==> config.mk <==
export PLATFORM = sky130hd
export DESIGN_NAME = dfreq_serial_tx_flat
export DESIGN_NICKNAME = d
export VERILOG_FILES = /design/src/rtl/dfreq_serial_tx_pkg.sv /design/src/rtl/dfreq_serial_tx_if.sv /design/src/rtl/dfreq_serial_tx_period_cnt.sv /design/src/rtl/dfreq_serial_tx.sv /design/src/flat_wrapper.sv
export SDC_FILE = /design/constraint.sdc
export NUM_CORES = 1
export LEC_CHECK = 0
export ABC_AREA = 0
export CAP_MARGIN = 20
export CORE_AREA = 2 2 153 155
export DETAILED_ROUTE_END_ITERATION = 8
export DIE_AREA = 0 0 155 157
export SKIP_LAST_GASP = 1
export SYNTH_ARGS = -nofsm -noshare
export SYNTH_HDL_FRONTEND = slang
export SYNTH_SLANG_ARGS = --single-unit
==> constraint.sdc <==
create_clock -name clk -period 5.6 [get_ports clk]
set_input_delay 1.12 -clock clk [delete_from_list [all_inputs] [get_ports clk]]
set_output_delay 1.12 -clock clk [all_outputs]
set_load 0.005 [all_outputs]
==> src/rtl/dfreq_serial_tx_pkg.sv <==
// Shared types and constants for the dual-frequency serial transmitter.
package dfreq_pkg;

    typedef enum logic {
        S_IDLE = 1'b0,
        S_RUN  = 1'b1
    } state_e;

    localparam logic LSB_FIRST = 1'b0;
    localparam logic MSB_FIRST = 1'b1;

endpackage

==> src/rtl/dfreq_serial_tx_if.sv <==
// Control/status bundle between the register layer and the serializer.
interface dfreq_serial_tx_if #(
    parameter int DATA_BIT = 32,
    parameter int CNT_W    = 8,
    parameter int RPT_W    = 8
) ();

    logic                i_start;
    logic                i_stop;
    logic                i_msb_first;
    logic                i_idle_level;
    logic [RPT_W-1:0]    i_repeat_cnt;
    logic [CNT_W-1:0]    i_high_period;
    logic [CNT_W-1:0]    i_low_period;
    logic [DATA_BIT-1:0] i_output_pattern;
    logic [DATA_BIT-1:0] i_freq_pattern;
    logic                o_serial_out;
    logic                o_busy;
    logic                o_bit_tick;
    logic                o_done_tick;
    logic                o_finish_tick;

    modport master (
        output i_start, i_stop, i_msb_first, i_idle_level, i_repeat_cnt,
               i_high_period, i_low_period, i_output_pattern, i_freq_pattern,
        input  o_serial_out, o_busy, o_bit_tick, o_done_tick, o_finish_tick
    );

    modport slave (
        input  i_start, i_stop, i_msb_first, i_idle_level, i_repeat_cnt,
               i_high_period, i_low_period, i_output_pattern, i_freq_pattern,
        output o_serial_out, o_busy, o_bit_tick, o_done_tick, o_finish_tick
    );

endinterface

==> src/rtl/dfreq_serial_tx_period_cnt.sv <==
// Per-bit period down-counter: loads P-1 (a period of 0 counts as 1) and flags expiry at zero.
module dfreq_period_cnt #(
    parameter int CNT_W = 8
) (
    input  logic             clk,
    input  logic             rst_n,
    input  logic             load_i,
    input  logic             clr_i,
    input  logic             en_i,
    input  logic [CNT_W-1:0] period_i,
    output logic             expire_o
);

    logic [CNT_W-1:0] cnt_q, cnt_d;

    always_comb begin
        cnt_d = cnt_q;
        if (load_i) begin
            cnt_d = (period_i == '0) ? '0 : period_i - 1'b1;
        end else if (clr_i) begin
            cnt_d = '0;
        end else if (en_i && cnt_q != '0) begin
            cnt_d = cnt_q - 1'b1;
        end
    end

    always_ff @(posedge clk) begin
        if (!rst_n) begin
            cnt_q <= '0;
        end else begin
            cnt_q <= cnt_d;
        end
    end

    assign expire_o = (cnt_q == '0);

endmodule

==> src/rtl/dfreq_serial_tx.sv <==
// Serializer that holds each pattern bit for a high or low period chosen by a per-bit select pattern.
//
// state  | meaning
// S_IDLE | output follows sampled idle level, waiting for start
// S_RUN  | shifting out the latched pattern, pass after pass
module dfreq_serial_tx
    import dfreq_pkg::*;
#(
    parameter int DATA_BIT = 32,
    parameter int CNT_W    = 8,
    parameter int RPT_W    = 8
) (
    input  logic             clk,
    input  logic             rst_n,
    dfreq_serial_tx_if.slave bus
);

    localparam int IDX_W = (DATA_BIT > 1) ? $clog2(DATA_BIT) : 1;
    localparam logic [IDX_W-1:0] LAST_IDX = IDX_W'(DATA_BIT - 1);

    state_e              state_q, state_d;
    logic [DATA_BIT-1:0] pat_q, pat_d;
    logic [DATA_BIT-1:0] freq_q, freq_d;
    logic [CNT_W-1:0]    hi_q, hi_d;
    logic [CNT_W-1:0]    lo_q, lo_d;
    logic                msb_q, msb_d;
    logic                idle_q, idle_d;
    logic [RPT_W-1:0]    rpt_q, rpt_d;
    logic [RPT_W-1:0]    pass_q, pass_d;
    logic [IDX_W-1:0]    idx_q, idx_d;
    logic                serial_q, serial_d;
    logic                busy_q, busy_d;
    logic                bit_tick_q, bit_tick_d;
    logic                done_tick_q, done_tick_d;
    logic                finish_tick_q, finish_tick_d;

    logic                launch;
    logic                load_bit;
    logic                cnt_clr;
    logic                expire;
    logic [IDX_W-1:0]    bit_pos;
    logic [CNT_W-1:0]    cnt_val;
    logic [RPT_W:0]      pass_inc;

    dfreq_period_cnt #(
        .CNT_W (CNT_W)
    ) u_period_cnt (
        .clk      (clk),
        .rst_n    (rst_n),
        .load_i   (load_bit),
        .clr_i    (cnt_clr),
        .en_i     (state_q == S_RUN),
        .period_i (cnt_val),
        .expire_o (expire)
    );

    always_comb begin
        state_d       = state_q;
        pat_d         = pat_q;
        freq_d        = freq_q;
        hi_d          = hi_q;
        lo_d          = lo_q;
        msb_d         = msb_q;
        idle_d        = idle_q;
        rpt_d         = rpt_q;
        pass_d        = pass_q;
        idx_d         = idx_q;
        serial_d      = serial_q;
        busy_d        = busy_q;
        bit_tick_d    = 1'b0;
        done_tick_d   = 1'b0;
        finish_tick_d = 1'b0;
        launch        = 1'b0;
        load_bit      = 1'b0;
        cnt_clr       = 1'b0;
        pass_inc      = {1'b0, pass_q} + 1'b1;

        unique case (state_q)
            S_IDLE: begin
                idle_d   = bus.i_idle_level;
                serial_d = bus.i_idle_level;
                busy_d   = 1'b0;
                cnt_clr  = 1'b1;
                if (bus.i_start) begin
                    launch = 1'b1;
                end
            end
            S_RUN: begin
                if (bus.i_stop) begin
                    state_d  = S_IDLE;
                    serial_d = idle_q;
                    busy_d   = 1'b0;
                    cnt_clr  = 1'b1;
                end else if (bus.i_start) begin
                    launch = 1'b1;
                end else if (expire) begin
                    bit_tick_d = 1'b1;
                    if (idx_q != LAST_IDX) begin
                        idx_d    = idx_q + 1'b1;
                        load_bit = 1'b1;
                    end else begin
                        done_tick_d = 1'b1;
                        if (rpt_q != '0 && pass_q != '1) begin
                            pass_d = pass_q + 1'b1;
                        end
                        // A zero repeat count never finishes; otherwise stop once enough passes are done.
                        if (rpt_q != '0 && pass_inc >= {1'b0, rpt_q}) begin
                            state_d       = S_IDLE;
                            serial_d      = idle_q;
                            busy_d        = 1'b0;
                            finish_tick_d = 1'b1;
                            cnt_clr       = 1'b1;
                        end else begin
                            idx_d    = '0;
                            load_bit = 1'b1;
                        end
                    end
                end
            end
            default: begin
                state_d = S_IDLE;
            end
        endcase

        if (launch) begin
            pat_d    = bus.i_output_pattern;
            freq_d   = bus.i_freq_pattern;
            hi_d     = bus.i_high_period;
            lo_d     = bus.i_low_period;
            msb_d    = bus.i_msb_first;
            idle_d   = bus.i_idle_level;
            rpt_d    = bus.i_repeat_cnt;
            pass_d   = '0;
            idx_d    = '0;
            state_d  = S_RUN;
            busy_d   = 1'b1;
            load_bit = 1'b1;
        end

        // Bit and period come from the *_d copies so a fresh start uses the just-latched config.
        bit_pos = (msb_d == MSB_FIRST) ? (LAST_IDX - idx_d) : idx_d;
        cnt_val = freq_d[bit_pos] ? hi_d : lo_d;
        if (load_bit) begin
            serial_d = pat_d[bit_pos];
        end
    end

    always_ff @(posedge clk) begin
        if (!rst_n) begin
            state_q       <= S_IDLE;
            pat_q         <= '0;
            freq_q        <= '0;
            hi_q          <= '0;
            lo_q          <= '0;
            msb_q         <= 1'b0;
            idle_q        <= 1'b0;
            rpt_q         <= '0;
            pass_q        <= '0;
            idx_q         <= '0;
            serial_q      <= 1'b0;
            busy_q        <= 1'b0;
            bit_tick_q    <= 1'b0;
            done_tick_q   <= 1'b0;
            finish_tick_q <= 1'b0;
        end else begin
            state_q       <= state_d;
            pat_q         <= pat_d;
            freq_q        <= freq_d;
            hi_q          <= hi_d;
            lo_q          <= lo_d;
            msb_q         <= msb_d;
            idle_q        <= idle_d;
            rpt_q         <= rpt_d;
            pass_q        <= pass_d;
            idx_q         <= idx_d;
            serial_q      <= serial_d;
            busy_q        <= busy_d;
            bit_tick_q    <= bit_tick_d;
            done_tick_q   <= done_tick_d;
            finish_tick_q <= finish_tick_d;
        end
    end

    assign bus.o_serial_out  = serial_q;
    assign bus.o_busy        = busy_q;
    assign bus.o_bit_tick    = bit_tick_q;
    assign bus.o_done_tick   = done_tick_q;
    assign bus.o_finish_tick = finish_tick_q;

endmodule

==> src/flat_wrapper.sv <==
// flat-port wrapper written by rule: the top's interface ports become plain ports
module dfreq_serial_tx_flat import dfreq_pkg::*;
#(
    parameter int DATA_BIT = 32,
    parameter int CNT_W    = 8,
    parameter int RPT_W    = 8
)
  (clk, rst_n, bus_i_start, bus_i_stop, bus_i_msb_first, bus_i_idle_level, bus_i_repeat_cnt, bus_i_high_period, bus_i_low_period, bus_i_output_pattern, bus_i_freq_pattern, bus_o_serial_out, bus_o_busy, bus_o_bit_tick, bus_o_done_tick, bus_o_finish_tick);
  dfreq_serial_tx_if #(.DATA_BIT(DATA_BIT), .CNT_W(CNT_W), .RPT_W(RPT_W)) bus_i ();
  input  logic clk;
  input  logic rst_n;
  input wire logic [$bits(bus_i.i_start)-1:0] bus_i_start;
  input wire logic [$bits(bus_i.i_stop)-1:0] bus_i_stop;
  input wire logic [$bits(bus_i.i_msb_first)-1:0] bus_i_msb_first;
  input wire logic [$bits(bus_i.i_idle_level)-1:0] bus_i_idle_level;
  input wire logic [$bits(bus_i.i_repeat_cnt)-1:0] bus_i_repeat_cnt;
  input wire logic [$bits(bus_i.i_high_period)-1:0] bus_i_high_period;
  input wire logic [$bits(bus_i.i_low_period)-1:0] bus_i_low_period;
  input wire logic [$bits(bus_i.i_output_pattern)-1:0] bus_i_output_pattern;
  input wire logic [$bits(bus_i.i_freq_pattern)-1:0] bus_i_freq_pattern;
  output wire logic [$bits(bus_i.o_serial_out)-1:0] bus_o_serial_out;
  output wire logic [$bits(bus_i.o_busy)-1:0] bus_o_busy;
  output wire logic [$bits(bus_i.o_bit_tick)-1:0] bus_o_bit_tick;
  output wire logic [$bits(bus_i.o_done_tick)-1:0] bus_o_done_tick;
  output wire logic [$bits(bus_i.o_finish_tick)-1:0] bus_o_finish_tick;
  assign bus_i.i_start = bus_i_start;
  assign bus_i.i_stop = bus_i_stop;
  assign bus_i.i_msb_first = bus_i_msb_first;
  assign bus_i.i_idle_level = bus_i_idle_level;
  assign bus_i.i_repeat_cnt = bus_i_repeat_cnt;
  assign bus_i.i_high_period = bus_i_high_period;
  assign bus_i.i_low_period = bus_i_low_period;
  assign bus_i.i_output_pattern = bus_i_output_pattern;
  assign bus_i.i_freq_pattern = bus_i_freq_pattern;
  assign bus_o_serial_out = bus_i.o_serial_out;
  assign bus_o_busy = bus_i.o_busy;
  assign bus_o_bit_tick = bus_i.o_bit_tick;
  assign bus_o_done_tick = bus_i.o_done_tick;
  assign bus_o_finish_tick = bus_i.o_finish_tick;
  dfreq_serial_tx #(.DATA_BIT(DATA_BIT), .CNT_W(CNT_W), .RPT_W(RPT_W)) u_core (.clk(clk), .rst_n(rst_n), .bus(bus_i));
endmodule
======== Yosys cells after proc, flatten, opt, wreduce, memory -nomap -nowiden ========
Cells that the tools add are included.
word-level totals
  bits of input ports ..................... 94
  register bits after elaboration ......... 117
  logic and storage cells ................. 117
  output and inout port bits .............. 5
operators by class
  $lt $le $gt $ge ......................... 2
  equality and inequality tests ........... 11
  muxes and demuxes ....................... 61
  bitwise logic cells ..................... 6
  reductions and logical operators ........ 15
  add/subtract/negate cells ............... 6
operator list
  operator                                                    count
  two-way mux 32 bit                                          2
  two-way mux 8 bit                                           7
  two-way mux 5 bit                                           8
  two-way mux 1 bit                                           38
  inequality test 4 bit, second input constant                8
  logical NOT 8 bit                                           2
  nonzero test 8 bit                                          2
  subtractor 8 x 1 -> 8 bit, second input constant            2
  binary-select mux 1 bit (select 5 bit)                      2
  adder 8 x 1 -> 9 bit, second input constant                 1
  >= comparator 9 x 8 -> 1 bit                                1
  adder 8 x 1 -> 8 bit, second input constant                 1
  inequality test 8 bit, second input constant                1
  one-hot mux 1 bit (2 select lines)                          4
  AND reduction 4 bit                                         2
  less-than comparator 5 x 6 -> 1 bit, second input constant  1
  inverter 1 bit                                              6
  AND reduction 6 bit                                         1
  adder 5 x 1 -> 5 bit, second input constant                 1
  inequality test 5 bit, second input constant                1
  OR reduction 5 bit                                          1
  subtractor 5 bit, first input constant                      1
  OR reduction 4 bit                                          1
  logical AND 1 bit                                           3
  other kinds (4)                                             4

======== Longest topological paths before layout ========
Gate-level depths: netlist of the first run.
  depth in word-level cells ............... 18
  mapped depth ............................ 27
  depth with buffers taken out ............ 26

======== Cells and area by module ========
A second synthesis of the first run with hierarchy kept.
unflattened totals
  cell total of the unflattened synthesis .. 907
  area total of the unflattened synthesis .. 7310.8 um2
by module, submodules not included
  module            times used  cells an instance  seq. area each (um2)  area each (um2)
  dfreq_serial_tx   1           815                2182.1                6601.3
  dfreq_period_cnt  1           92                 160.2                 709.4

======== Worst setup path before layout of the first run ========
Ideal clock, no wire load.
  kind .................................... register to register
  start point ............................. register u_core.pass_q[0]
  end point ............................... register u_core.u_period_cnt.cnt_q[4]
  period minus slack after synthesis ...... 5.554 ns
  setup time .............................. 0.092 ns
  slack ................................... 0.046 ns
  data required time ...................... 5.508 ns
  buffers on the path ..................... 1
  arrival time ............................ 5.462 ns
  cell stages (with the launch flop) ...... 27
  path through ............................ dfxtp_1 -> ha_1 -> nand3_2 -> inv_1 -> nand3_1 -> xnor2_1 -> ha_1 -> a21o_1 -> a2111oi_2 -> a211oi_1 -> or3_1 -> and2_1 -> buf_6 -> mux4_2 -> a221oi_2 -> a32oi_2 -> nand2_4 -> mux4_1 -> inv_1 -> ha_1 -> nand2_1 -> nor2_1 -> xor2_1 -> nor2_1 -> a21oi_1 -> mux2i_1 -> o32ai_1
on the way
  word-level cells in the longest chain between the ends .. 18
  elaborated cells on any way between the ends .. 34
  those cells by class .................... add/sub (3); order compare (1); mux (27); reduce/logical (3)
ends and longest elaborated chain
  what                                                            RTL line                          text
  start: declaration                                              dfreq_serial_tx.sv:29             logic [RPT_W-1:0] pass_q, pass_d;
  start signal: assignment                                        dfreq_serial_tx.sv:174            pass_q <= pass_d;
  adder 8 x 1 -> 9 bit (*)                                        dfreq_serial_tx.sv:76             pass_inc = {1'b0, pass_q} + 1'b1;
  via u_core.pass_inc[6]                                          dfreq_serial_tx.sv:43             logic [RPT_W:0] pass_inc;
  >= comparator 9 x 8 -> 1 bit (*)                                dfreq_serial_tx.sv:107            if (rpt_q != '0 && pass_inc >= {1'b0, rpt_q}) begin
  logical AND 1 bit (*)                                           dfreq_serial_tx.sv:107
  two-way mux 5 bit                                               dfreq_serial_tx.sv:107
  two-way mux 5 bit                                               dfreq_serial_tx.sv:98             if (idx_q != LAST_IDX) begin
  two-way mux 5 bit                                               dfreq_serial_tx.sv:96             end else if (expire) begin
  two-way mux 5 bit                                               dfreq_serial_tx.sv:94             end else if (bus.i_start) begin
  (+3 left out)                                                   n/a
  subtractor 5 bit                                                dfreq_serial_tx.sv:141            bit_pos = (msb_d == MSB_FIRST) ? (LAST_IDX - idx_d) : idx_d;
  two-way mux 5 bit                                               dfreq_serial_tx.sv:141
  binary-select mux 1 bit (select 5 bit)                          dfreq_serial_tx.sv:142            cnt_val = freq_d[bit_pos] ? hi_d : lo_d;
  two-way mux 1 bit (not written as such)                         dfreq_serial_tx.sv:142
  two-way mux 8 bit                                               dfreq_serial_tx.sv:142
  subtractor 8 x 1 -> 8 bit or logical NOT 8 bit (tied branches)  dfreq_serial_tx_period_cnt.sv:19  cnt_d = (period_i == '0) ? '0 : period_i - 1'b1;
  two-way mux 8 bit                                               dfreq_serial_tx_period_cnt.sv:19
  two-way mux 8 bit                                               dfreq_serial_tx_period_cnt.sv:18  if (load_i) begin
  end signal: assignment                                          dfreq_serial_tx_period_cnt.sv:31  cnt_q <= cnt_d;
  end: declaration                                                dfreq_serial_tx_period_cnt.sv:14  logic [CNT_W-1:0] cnt_q, cnt_d;
Mark *: on every way through the listed nets, which the timed path passes. The rest lies on a longest branch. The select of a mux whose other input is x is not followed.
A chain may end at the register's enable or synchronous reset.

======== Worst setup path in the final report of the first run ========
  start point ............................. input bus_i_start
  end point ............................... register u_core.u_period_cnt.cnt_q[4]
on the way
  word-level cells in the longest chain between the ends .. 12
  elaborated cells on any way between the ends .. 29
  those cells by class .................... add/sub (2); mux (25); reduce/logical (2)
ends and longest elaborated chain
  what                                                                     RTL line                                      text
  start: declaration                                                       flat_wrapper.sv:12                            input wire logic [$bits(bus_i.i_start)-1:0] bus_i_start;
  two-way mux 1 bit or two-way mux 5 bit (tied branches)                   dfreq_serial_tx.sv:84, dfreq_serial_tx.sv:94
  two-way mux 1 bit or two-way mux 5 bit (tied branches)                   dfreq_serial_tx.sv:89                         if (bus.i_stop) begin
  one-hot mux 1 bit (2 select lines) or two-way mux 5 bit (tied branches)  dfreq_serial_tx.sv:78                         unique case (state_q)
  two-way mux 5 bit                                                        dfreq_serial_tx.sv:125                        if (launch) begin
  subtractor 5 bit                                                         dfreq_serial_tx.sv:141
  two-way mux 5 bit                                                        dfreq_serial_tx.sv:141
  binary-select mux 1 bit (select 5 bit)                                   dfreq_serial_tx.sv:142
  two-way mux 1 bit (not written as such)                                  dfreq_serial_tx.sv:142
  two-way mux 8 bit                                                        dfreq_serial_tx.sv:142
  subtractor 8 x 1 -> 8 bit or logical NOT 8 bit (tied branches)           dfreq_serial_tx_period_cnt.sv:19
  two-way mux 8 bit                                                        dfreq_serial_tx_period_cnt.sv:19
  two-way mux 8 bit                                                        dfreq_serial_tx_period_cnt.sv:18
Parallel ways exist; a longest one is shown, timed or not. The select of a mux whose other input is x is not followed.

==> results.txt, run 1 <==
----------------------------------------------------
[Status]
  Outcome ... complete, no violations

[CTS]
  Cts-stage hold buffer count ... 0
  H-tree level count ... 4
  Clock root buffer master ... clkbuf_16
  Largest buffer count on any clock path ... 2
  Clock input transition at the sequential cells of the worst setup and hold paths ... 0.05 ns
  TritonCTS clock tree ... built
  Cts bufs inserted ... 17
  Clock sinks ... about 120
  Clock latency of the later-clocked register in the worst-skew pair ... 0.41 ns

[Logic synthesis]
  Yosys synthesis warning count ... 0
  Number of synthesized register bits ... 117
  Synth Instances ... ~780
  Number of synthesized flops with an enable pin ... 0
  Post-synthesis average cell area ... 8.636 µm²
  Part of the Yosys area used for sequential elements ... 35.00%
  Distinct cell type count of the synthesized netlist ... between 70 and 80
  Async S/R FF share, synth ... 0%
  Most used DFF post-synth ... dfxtp_1
  Net count of the mapped netlist ... 883
  Cell area after synthesis ... about 0.0067 mm²

[Final layout]
  Post-layout nets ... 1014
  Layout Area Growth over Synthesis ... 34.31%
  Post-route standard cell area excluding fillers ... 0.008989 mm²
  Count of inserted antenna diode cells ... 0
  Fraction of layout instances using a drive strength above 1 ... 15.63%

[Setup path]
  CP Data Required Time ... 5.92 ns
  Worst Setup Start Kind ... primary input
  Startpoint of the worst-slack reg-to-reg timing path ... u_core.pass_q[0]
  WP data arrival ... 5.64 ns
  Flop-to-flop setup slack ... 0.35 ns
  Worst r2r dst ... u_core.u_period_cnt.cnt_q[4]
  CP Capture Type ... flop
  Type of the setup path with the least slack ... primary input to flop
  Cells on worst reg2reg path ... 26
  Maximum fanout along the worst path ... 6

[Global route]
  First-pass GRT wire length ... 29660 µm
  All-layer global routing usage ... 15.41%
  Maximum number of pins on one net before global-route repair ... 83
  Total gr overflow ... 0
  Initial antenna violation count ... 0
  Vias in the first global route ... 5832

[Job]
  MaxCap Viol Count ... 0

[Die]
  Vertical die dimension ... 157 µm
  Core footprint ... 0.02250 mm²
  Die Span X ... 155 µm
  Area enclosed by the die boundary ... 0.02434 mm²
  Initial core utilization ... between 20 and 30%
  Number of I/O pins ... 99
  Number of standard-cell rows in the floorplan ... between 50 and 60

[Route]
  Average wire length per cell after detail routing ... 15.32 µm
  DR DRC count ... 0
  Post-route antenna net violation count ... 0
  Total number of vias ... 5910
  Vias per cell ... 4.925
  Iteration count of the initial detailed-routing pass ... 5
  First DRT Iteration DRCs ... 356
  Total Routed Length ... 18380 µm

[Timing]
  Slew headroom ... 43.24%
  Final-report hold violation count ... 0
  Fin Hold WS ... roughly 0.46 ns
  Min Clock Period, post-route ... 5.322 ns
  Final Slew Violations ... 0
  Slew of the pin with the lowest slew margin ... 0.8424 ns
  Highest clock frequency the design can meet ... around 190 MHz
  Final setup skew ... ~0.012 ns
  Period Utilization, post-route ... 95.03%
  Slack of the critical path ... 0.2783 ns
  Sum of negative setup slack ... 0 ns
  RSZ-0062 raised after global routing ... false
  Final number of setup-violating endpoints ... 0

[Pwr]
  Pwr/cell area ... 279.6 mW/mm²
  Worst vdd ir ... ~220 µV
  Pleak ... ~3.5 nW

[Placed design]
  Routability congestion estimate from global placement ... roughly 0.84
  Port Buffer Count ... 98
  Setup WS pre-CTS ... -0.3621 ns
  Area after DPL ... 0.008260 mm²
  Post-DP HPWL ... 13210 µm

[Hold path]
  Hold EP ... u_core.pat_q[20]
  Class of the most critical hold timing path ... flop to flop
  Count of cells along the worst hold path ... 2
  Hold Path Origin ... u_core.pat_q[20]

----------------------------------------------------
state kept, by name, summed over array words and instances (netlist names), 5 cells and up:
| signal | count |
|---|---|
| u_core.pat_q | 32 |
| u_core.rpt_q | 8 |
| u_core.pass_q | 8 |
| u_core.idx_q | 5 |
| u_core.hi_q | 8 |
| u_core.lo_q | 8 |
| u_core.u_period_cnt.cnt_q | 8 |
| u_core.freq_q | 32 |
timing repair:
| action | in CTS | in global routing |
|---|---|---|
| endpoints found under the setup margin | 1 | 8 |
| buffers inserted | 0 | 7 |
| gates resized for setup | 1 | 23 |
| pin swaps | 0 | 11 |
worst max path at each step:
stage | start | endpoint | slack (ns) | depth (start not counted)
after detailed placement | bus_i_stop | u_core.u_period_cnt.cnt_q[4] | -0.36 | 20
final | bus_i_start | u_core.u_period_cnt.cnt_q[4] | 0.28 | 24
after CTS | u_core.pass_q[0] | u_core.u_period_cnt.cnt_q[4] | 0.01 | 27
after floorplan | u_core.pass_q[0] | u_core.u_period_cnt.cnt_q[4] | 0.05 | 26
after global placement | bus_i_stop | u_core.u_period_cnt.cnt_q[4] | -0.16 | 20
after global routing | bus_i_start | u_core.u_period_cnt.cnt_q[4] | 0.001 | 24
per-layer routing:
metal | part of all wire, % | GRT usage (%) | vias to the layer above
met5 | 0 | 0 | -
met4 | 1.1 | 4.321 | 0
met3 | 4.4 | 3.717 | 16
met2 | 47 | 25.63 | 125
met1 | 47 | 19.96 | 2776
li1 | - | - | 2993
cell usage in the layout (no fill, tap or decap), types with 6 or more instances in the layout:
cell               n
o21a_1             7
and2_1             7
nand2b_1           7
xor2_1            15
clkdlybuf4s50_1   96
mux2i_1           38
o21ai_0            6
nor3_1            20
nand3_1           18
a21boi_0          76
nor2_1            33
xnor2_1           16
dfxtp_1          115
nor2b_1           17
nand4_1            6
clkbuf_16         17
buf_4             58
inv_1             18
o211ai_1           6
ha_1              13
mux4_2            20
nor4_1             8
nand2_1          182
a21oi_1           10
cells in the mapped netlist (all sizes together), types with 3 or more instances:
cell	n	area (µm²)
a2111oi	4	41.29
a211o	3	26.28
a211oi	8	60.06
a21boi	77	578.1
a21o	3	22.52
a21oi	11	55.05
a32oi	3	33.79
and2	8	50.05
and3	4	25.02
buf	11	61.31
clkbuf	35	131.4
dfxtp	117	2342
ha	14	175.2
inv	18	67.56
mux2	3	33.78
mux2i	39	394.1
mux4	20	454.2
nand2	183	694.4
nand2b	7	43.79
nand3	19	100.1
nand4	6	37.54
nor2	34	130.1
nor2b	18	112.6
nor3	21	110.1
nor4	8	50.05
o211ai	6	45.04
o21a	7	52.55
o21ai	7	35.03
o31ai	3	22.52
o32ai	5	43.79
or2	3	18.77
or3	4	25.02
or3b	3	26.28
or4	3	26.27
xnor2	19	173.9
xor2	15	131.4
power by group:
| part | total (mW) | internal [mW] | switching, mW |
|---|---|---|---|
| Sequential | 0.913 | 0.882 | 0.0314 |
| Combinational | 0.512 | 0.260 | 0.252 |
| Clock | 1.09 | 0.723 | 0.366 |
| Total | 2.51 | 1.86 | 0.649 |
logic make-up after synthesis:
| family | count (synthesis) | share of synthesized area (%) |
|---|---|---|
| adders and majority gates | 14 | 2.617 |
| DFF | 117 | 35.00 |
| xor gates and xnor gates | 34 | 4.562 |
| and+or+nand+nor | 325 | 22.14 |
| AOI/OAI and AO/OA | 159 | 18.62 |
| muxes | 62 | 13.18 |
| buffers and inverters | 64 | 3.889 |
stage by stage:
stage | utilization, % | cells | total power, mW
6_report | 39.94 | 1200 | 2.513
3_5_place_dp | 36.71 | 1165 | 1.430
3_3_place_gp | 36.71 | 1165 | 1.425
2_1_floorplan | - | 775 | 1.237
4_1_cts | 39.31 | 1193 | 2.530
5_1_grt | 39.94 | 1200 | 2.634
final cells by class:
| type | count | area [µm²] |
|---|---|---|
| Clock inverter | 5 | 100.1 |
| Clock buffer | 23 | 478.0 |
| Sequential cell | 117 | 2345 |
| Timing Repair Buffer | 158 | 1445 |
| Inverter | 18 | 67.56 |
| Fill cell | 2256 | 13510 |
| Multi-Input combinational cell | 594 | 4197 |
| Tap cell | 285 | 356.6 |
critical path: stages:
cell and delay (ns):
clkdlybuf4s50_1 0.43, or3b_4 0.42, or4_4 0.46, o22ai_4 0.17
buf_6 0.14, and2_1 0.18, a221oi_4 0.04, buf_4 0.19
buf_4 0.14, nor2b_1 0.10, a211oi_1 0.06, a2111o_1 0.41
a32oi_2 0.25, nand2_4 0.10, mux4_2 0.31, inv_1 0.09
ha_1 0.16, nand2_1 0.07, nor2_1 0.15, xor2_1 0.16
nor2_1 0.05, a21oi_1 0.13, mux2i_1 0.08, o32ai_1 0.21
Power figures use the tool's default switching activity.
==> run 2, diff against run 1 <==
- clock period: 5.6 -> 6.7 ns (I/O delays scaled with it)
==> results.txt, run 2 (synthesis results as in run 1) <==
----------------------------------------------------
[Setup path]
  Worst Setup Start Kind ... primary input (unchanged)
  Maximum fanout along the worst path ... 7 (was 6)
  Type of the setup path with the least slack ... primary input to flop (unchanged)
  WP data arrival ... 6.28 ns (was 5.64 ns)
  CP Data Required Time ... 7.01 ns (was 5.92 ns)
  Flop-to-flop setup slack ... 0.89 ns (was 0.35 ns)
  CP Capture Type ... flop (unchanged)
  Cells on worst reg2reg path ... 26 (unchanged)

[Global route]
  Maximum number of pins on one net before global-route repair ... 76 (was 83)
  All-layer global routing usage ... 15.15% (was 15.41%)
  Initial antenna violation count ... 0 (unchanged)
  First-pass GRT wire length ... 29120 µm (was 29660 µm)
  Vias in the first global route ... 5642 (was 5832)
  Total gr overflow ... 0 (unchanged)

[Route]
  Post-route antenna net violation count ... 0 (unchanged)
  Iteration count of the initial detailed-routing pass ... 4 (was 5)
  Total Routed Length ... 17820 µm (was 18380 µm)
  Average wire length per cell after detail routing ... 15.34 µm (was 15.32 µm)
  Total number of vias ... 5774 (was 5910)
  DR DRC count ... 0 (unchanged)
  Vias per cell ... 4.969 (was 4.925)
  First DRT Iteration DRCs ... 305 (was 356)

[CTS]
  Cts bufs inserted ... 17 (unchanged)
  Clock sinks ... 117 (unchanged)
  CTS resizes ... 0 (was 1)
  Cts-stage hold buffer count ... 0 (unchanged)
  Number of setup buffers added after CTS ... 0 (unchanged)
  H-tree level count ... 4 (unchanged)
  Largest buffer count on any clock path ... 2 (unchanged)
  Clock root buffer master ... clkbuf_16 (unchanged)
  Clock latency of the later-clocked register in the worst-skew pair ... 0.42 ns (was 0.41 ns)
  Clock input transition at the sequential cells of the worst setup and hold paths ... 0.05 ns (about the same)
  TritonCTS clock tree ... built (unchanged)

[Final layout]
  Fraction of layout instances using a drive strength above 1 ... 10.26% (was 15.63%)
  Registers with the most flip-flops ... u_core.freq_q (32), u_core.pat_q (32) (unchanged)
  Count of inserted antenna diode cells ... 0 (unchanged)
  Most frequent standard cell in the layout excluding fill and tap cells ... nand2_1 (unchanged)
  Post-layout nets ... 972 (was 1014)
  Commonest cells after routing, fill and taps aside ... nand2_1, dfxtp_1, clkdlybuf4s50_1 (unchanged)
  Layout Area Growth over Synthesis ... 28.81% (was 34.31%)

[Die]
  Die Span X ... 155 µm (unchanged)
  Core footprint ... 0.02250 mm² (unchanged)
  Area enclosed by the die boundary ... 0.02434 mm² (unchanged)
  Number of standard-cell rows in the floorplan ... 55 (unchanged)
  Number of I/O pins ... 99 (unchanged)
  Initial core utilization ... 29.74% (unchanged)
  Vertical die dimension ... 157 µm (unchanged)

[Hold path]
  Count of cells along the worst hold path ... 2 (unchanged)
  Class of the most critical hold timing path ... flop to flop (unchanged)

[Status]
  Outcome ... complete, no violations (unchanged)

[Timing]
  Final number of setup-violating endpoints ... 0 (unchanged)
  Period Utilization, post-route ... 89.07%
  Sum of negative setup slack ... 0 ns (unchanged)
  Slew of the pin with the lowest slew margin ... 0.8767 ns (was 0.8424 ns)
  Slew headroom ... 41.55% (was 43.24%)
  RSZ-0062 raised after global routing ... false (unchanged)
  Min Clock Period, post-route ... 5.968 ns
  Fin Hold WS ... 0.4599 ns (was 0.4609 ns)
  Final-report hold violation count ... 0 (unchanged)
  Final setup skew ... 0.01421 ns (was 0.01214 ns)
  Highest clock frequency the design can meet ... 167.6 MHz
  Final Slew Violations ... 0 (unchanged)

[Pwr]
  Pleak ... 3.292 nW (was 3.510 nW)
  Pwr/cell area ... 247.7 mW/mm² (was 279.6 mW/mm²)
  Worst vdd ir ... 164.4 µV (was 217.1 µV)

[Job]
  MaxCap Viol Count ... 0 (unchanged)

[Placed design]
  Routability congestion estimate from global placement ... 0.8566 (was 0.8447)
  Post-DP HPWL ... 12890 µm (was 13210 µm)
  Port Buffer Count ... 98 (unchanged)

----------------------------------------------------
-- run 2: where the power goes --
group,leakage (nW),internal (mW),switching [mW]
Combinational,2.02,0.194,0.203
Clock,0.313,0.659,0.318
Sequential,0.960,0.737,0.0255
-- run 2: worst paths after layout --
check / from / to
setup / recovery: bus_i_stop / u_core.u_period_cnt.cnt_q[4]
hold / removal: u_core.pat_q[16] / u_core.pat_q[16]
setup reg to reg: u_core.pass_q[2] / u_core.u_period_cnt.cnt_q[4]
hold reg to reg: u_core.pat_q[16] / u_core.pat_q[16]
-- run 2: critical path, stage by stage --
cell	delay (ns)
clkdlybuf4s50_1	0.51
or3b_2	0.56
or4_4	0.46
o32a_1	0.34
nor2b_1	0.25
xnor2_2	0.42
mux4_2	0.40
a221oi_2	0.30
a32oi_2	0.15
nand2_4	0.13
mux4_1	0.30
inv_1	0.10
ha_1	0.17
nand2_1	0.07
nor2_1	0.14
xor2_1	0.16
nor2_1	0.05
a21oi_1	0.14
mux2i_1	0.08
o32ai_1	0.20
-- run 2: metal layers --
layer | up-vias | track usage [%] | share of wire [%]
met4 | 0 | 5.247 | 1.1
met5 | - | 0 | 0
li1 | 2926 | - | -
met2 | 122 | 24.13 | 47
met3 | 15 | 3.249 | 4.6
met1 | 2711 | 20.35 | 47
-- run 2: area by class of cell --
cell class                 instances  area (µm²)
timing repair buffer             116        1111
multi-input combinational        594        4108
fill                            2270       13880
clock buffer                      23       488.0
tap                              285       356.6
clock inverter                     9       147.6
sequential                       117        2342
inverter                          18       67.56
-- run 2: per-stage QoR --
stage                     instances  setup WS (ns)  area (µm²)  util (%)  power, mW
after floorplan                 775          1.146        6693         -      1.034
after global placement         1130         0.4570        7985     35.49      1.172
after detailed placement       1130         0.3276        7985     35.49      1.176
after CTS                      1162         0.7493        8621     38.31      2.158
after global routing           1162         0.3749        8621     38.31      2.237
final                          1162         0.7322        8621     38.31      2.136
==> run 3, diff against run 2 <==
- CELL_PAD_IN_SITES_DETAIL_PLACEMENT: unset -> 1
- CELL_PAD_IN_SITES_GLOBAL_PLACEMENT: unset -> 1
- CORE_AREA: 2 2 153 155 -> 2 2 160 162
- DIE_AREA: 0 0 155 157 -> 0 0 162 164
- HOLD_SLACK_MARGIN: unset -> 0.05
- PLACE_DENSITY_LB_ADDON: unset -> 0.1
- SYNTH_HIERARCHICAL: unset -> 1
==> results.txt, run 3 <==
----------------------------------------------------
[Logic synthesis]
  Part of the Yosys area used for sequential elements ... 32.04% (was 35.00%)
  Async S/R FF share, synth ... 0% (unchanged)
  Commonest cells post-synth ... nand2_1, dfxtp_1, a21boi_0 (unchanged)
  Distinct cell type count of the synthesized netlist ... 86 (was 71)
  Most used DFF post-synth ... dfxtp_1 (unchanged)
  Cell area after synthesis ... 0.007311 mm² (was 0.006693 mm²)
  Yosys synthesis warning count ... 6 (was 0)
  Synth Instances ... 907 (was 775)
  Share of the synthesized area in the top cell type ... 32.04% (was 35.00%)
  Cell type with the highest aggregate area in the netlist ... dfxtp_1 (unchanged)
  Number of synthesized register bits ... 117 (unchanged)
  Number of synthesized flops with an enable pin ... 0 (unchanged)
  Post-synthesis average cell area ... 8.060 µm² (was 8.636 µm²)
  Most area-consuming cells after synthesis ... dfxtp_1, nand2_1, a21boi_0 (unchanged)
  Dominant cell by count in the synthesized netlist ... nand2_1 (unchanged)
  Net count of the mapped netlist ... 1016 (was 883)

[Timing]
  Slew headroom ... 51.68% (was 41.55%)
  Final-report hold violation count ... 0 (unchanged)
  Period Utilization, post-route ... 91.81% (was 89.07%)
  RSZ-0062 raised after global routing ... false (unchanged)
  Slew of the pin with the lowest slew margin ... 0.7247 ns (was 0.8767 ns)
  Sum of negative setup slack ... 0 ns (unchanged)
  Final Slew Violations ... 0 (unchanged)
  Final number of setup-violating endpoints ... 0 (unchanged)
  Slack of the critical path ... 0.5488 ns (was 0.7322 ns)
  Final setup skew ... 0.01121 ns (was 0.01421 ns)
  Min Clock Period, post-route ... 6.151 ns (was 5.968 ns)
  Highest clock frequency the design can meet ... 162.6 MHz (was 167.6 MHz)

[Setup path]
  Type of the setup path with the least slack ... primary input to flop (unchanged)
  Maximum fanout along the worst path ... 13 (was 7)
  CP Data Required Time ... 7.04 ns (was 7.01 ns)
  Worst Setup Start Kind ... primary input (unchanged)
  CP max stage delay ... 0.57 ns (was 0.56 ns)
  Max stage delay cell, worst path ... or4_1 (was or3b_2)
  Startpoint of the worst-slack reg-to-reg timing path ... u_core/pass_q[0] (was u_core.pass_q[2])
  Cells on worst reg2reg path ... 26 (unchanged)
  CP Capture Type ... flop (unchanged)
  Stages on the worst setup path ... 19 (was 20)
  Buffering stage count on the worst path with inverters included ... 3 (was 2)
  Worst r2r dst ... u_core/u_period_cnt/cnt_q[4] (was u_core.u_period_cnt.cnt_q[4])
  Worst-path cell chain ... clkdlybuf4s50_1, nor4bb_1, buf_4, mux2i_1, nor2_1, a21boi_1, and3_1, buf_12, mux4_2, mux2i_1, o21ai_2, o211ai_4, mux2_2, o22ai_1, nor2_1, or4_1, nor4_1, mux2_2, a211oi_1 (was clkdlybuf4s50_1, or3b_2, or4_4, o32a_1, nor2b_1, xnor2_2, mux4_2, a221oi_2, a32oi_2, nand2_4, mux4_1, inv_1, ha_1, nand2_1, nor2_1, xor2_1, nor2_1, a21oi_1, mux2i_1, o32ai_1)
  WP data arrival ... 6.49 ns (was 6.28 ns)
  Flop-to-flop setup slack ... 0.55 ns (was 0.89 ns)
  Kind of cell adding the most delay to the critical path ... multiplexers (was simple AND/OR/NAND/NOR gates)

[Placed design]
  Port Buffer Count ... 98 (unchanged)
  Routability congestion estimate from global placement ... 0.7792 (was 0.8566)
  Post-DP HPWL ... 16930 µm (was 12890 µm)
  Setup WS pre-CTS ... 0.002035 ns (was 0.3276 ns)

[Final layout]
  Count of inserted antenna diode cells ... 0 (unchanged)
  Footprint of the flip-flops and latches ... 0.002342 mm² (unchanged)
  Registers with the most flip-flops ... u_core/freq_q (32), u_core/pat_q (32) (was u_core.freq_q (32), u_core.pat_q (32))
  # fillers ... 2996 (was 2270)
  Most frequent standard cell in the layout excluding fill and tap cells ... nand2_1 (unchanged)
  Total area of multi-input combinational cells ... 0.004653 mm² (was 0.004108 mm²)
  Post-layout nets ... 1139 (was 972)
  Layout Area Growth over Synthesis ... 30.45% (was 28.81%)
  Commonest cells after routing, fill and taps aside ... nand2_1, dfxtp_1, clkdlybuf4s50_1 (unchanged)
  Fraction of layout instances using a drive strength above 1 ... 13.90% (was 10.26%)

[Global route]
  Total gr overflow ... 0 (unchanged)
  Maximum number of pins on one net before global-route repair ... 84 (was 76)
  Initial antenna violation count ... 0 (unchanged)
  First-pass GRT wire length ... 37580 µm (was 29120 µm)
  Vias in the first global route ... 6896 (was 5642)
  All-layer global routing usage ... 17.98% (was 15.15%)

[CTS]
  Clock sinks ... 117 (unchanged)
  TritonCTS clock tree ... built (unchanged)
  Clock latency of the later-clocked register in the worst-skew pair ... 0.43 ns (was 0.42 ns)
  Clock root buffer master ... clkbuf_16 (unchanged)
  Largest buffer count on any clock path ... 2 (unchanged)
  Clock input transition at the sequential cells of the worst setup and hold paths ... 0.06 ns (was 0.05 ns)
  H-tree level count ... 4 (unchanged)
  Cts bufs inserted ... 17 (unchanged)
  Cts-stage hold buffer count ... 0 (unchanged)

[Pwr]
  Share of total power consumed by net switching ... 30.44% (was 25.54%)
  Clock power share ... 40.4% (was 45.7%)
  Pleak ... 3.745 nW (was 3.292 nW)
  Worst vdd ir ... 133.4 µV (was 164.4 µV)
  Switching power ... 697.7 µW (was 545.5 µW)
  Total power ... 2.292 mW (was 2.136 mW)
  Seq pwr share ... 33.4% (was 35.7%)
  Pwr/cell area ... 240.3 mW/mm² (was 247.7 mW/mm²)
  Share of total power in combinational logic ... 26.2% (was 18.6%)
  Internal power ... 1.594 mW (was 1.590 mW)

[Route]
  DR DRC count ... 0 (unchanged)
  Detail Route met3 WL ... 739 µm (was 818 µm)
  Routed length on met1 ... 11290 µm (was 8434 µm)
  Average wire length per cell after detail routing ... 16.83 µm (was 15.34 µm)
  Uppermost routed layer ... met4 (unchanged)
  Total Routed Length ... 23110 µm (was 17820 µm)
  Vias per cell ... 4.992 (was 4.969)
  Routed length on met2 ... 10740 µm (was 8379 µm)
  Total number of vias ... 6854 (was 5774)
  Post-route antenna net violation count ... 0 (unchanged)
  Iteration count of the initial detailed-routing pass ... 4 (unchanged)
  First DRT Iteration DRCs ... 328 (was 305)

[Die]
  Number of I/O pins ... 99 (unchanged)
  Area enclosed by the die boundary ... 0.02657 mm² (was 0.02434 mm²)
  Vertical die dimension ... 164 µm (was 157 µm)
  Number of standard-cell rows in the floorplan ... 58 (was 55)
  Die Span X ... 162 µm (was 155 µm)
  Initial core utilization ... 29.46% (was 29.74%)
  Core footprint ... 0.02482 mm² (was 0.02250 mm²)

[Hold path]
  Hold Path Origin ... u_core/freq_q[26] (was u_core.pat_q[16])
  Count of cells along the worst hold path ... 2 (unchanged)
  Hold EP ... u_core/freq_q[26] (was u_core.pat_q[16])
  Class of the most critical hold timing path ... flop to flop (unchanged)

[Status]
  Outcome ... complete, no violations (unchanged)

[Job]
  MaxCap Viol Count ... 0 (unchanged)

----------------------------------------------------
run 3: cell types whose count changed after synthesis, moves of 11 or more:
| cell | delta |
|---|---|
| a21boi_0 | +11 |
| xor2_1 | -11 |
| nand2_1 | +42 |
| mux2_2 | +17 |
| nor2b_1 | -11 |
| mux2_1 | +11 |
| nor2_1 | +30 |
| a21oi_1 | +15 |
run 3: per-stage QoR:
step	std cells	instance area, µm²	hold WS (ns)	utilization, %
6_report	1373	9537	0.4624	38.43
5_1_grt	1373	9537	0.4864	38.43
4_1_cts	1371	9502	0.4651	38.28
3_5_place_dp	1339	8910	0.4565	35.90
3_3_place_gp	1339	8910	0.4485	35.90
2_1_floorplan	907	7311	0.4377	-
run 3: timing repair:
item | CTS | global route
setup buffers | 0 | 2
setup endpoints to repair | 0 | 1
gates resized for setup | 0 | 1
run 3: worst max-delay path by stage:
stage | start | end | slack (ns)
2_1_floorplan | bus_i_start | u_core/u_period_cnt/cnt_q[7] | 1.02
3_3_place_gp | bus_i_start | u_core/u_period_cnt/cnt_q[7] | 0.10
3_5_place_dp | bus_i_start | u_core/u_period_cnt/cnt_q[7] | 0.002
4_1_cts | u_core/pass_q[0] | u_core/u_period_cnt/cnt_q[7] | 0.30
5_1_grt | u_core/pass_q[0] | u_core/u_period_cnt/cnt_q[7] | 0.06
6_report | bus_i_stop | u_core/u_period_cnt/cnt_q[7] | 0.55
run 3: routing by layer:
| metal | vias up | GRT usage [%] |
|---|---|---|
| met3 | 19 | 2.879 |
| met5 | - | 0 |
| met1 | 3284 | 23.99 |
| li1 | 3447 | - |
| met2 | 104 | 29.83 |
| met4 | 0 | 5.672 |
run 3: logic make-up after synthesis:
group                    after synthesis  share of synthesized area [%]
XOR/XNOR                              20                          2.756
AND/OR/NAND/NOR                      383                          22.92
AO/OA/AOI/OAI                        224                          22.45
adder cells (fa/ha/maj)               15                          2.567
flip-flops                           117                          32.04
buffers and inverters                 72                          4.603
multiplexers                          76                          12.66
run 3: cell type report:
class                      instances  share of cell area [%]
inverter                          20                  0.7872
clock buffer                      18                   4.605
tap                              330                   4.330
sequential                       117                   24.56
clock inverter                    14                   1.601
timing repair buffer             156                   15.32
multi-input combinational        718                   48.79
run 3: worst min-delay path, cell delays in order (launching register included):
cell,delay (ns)
dfxtp_1,0.30
nand2_1,0.05
a21boi_0,0.06
run 3: power groups by stage:
stage	registers, mW	clock network [mW]	logic, mW
CTS	0.766	0.951	0.599
global placement	0.780	0	0.595
finish	0.766	0.925	0.601
detailed placement	0.781	0	0.597
floorplan	0.772	0	0.364
global route	0.771	0.986	0.663
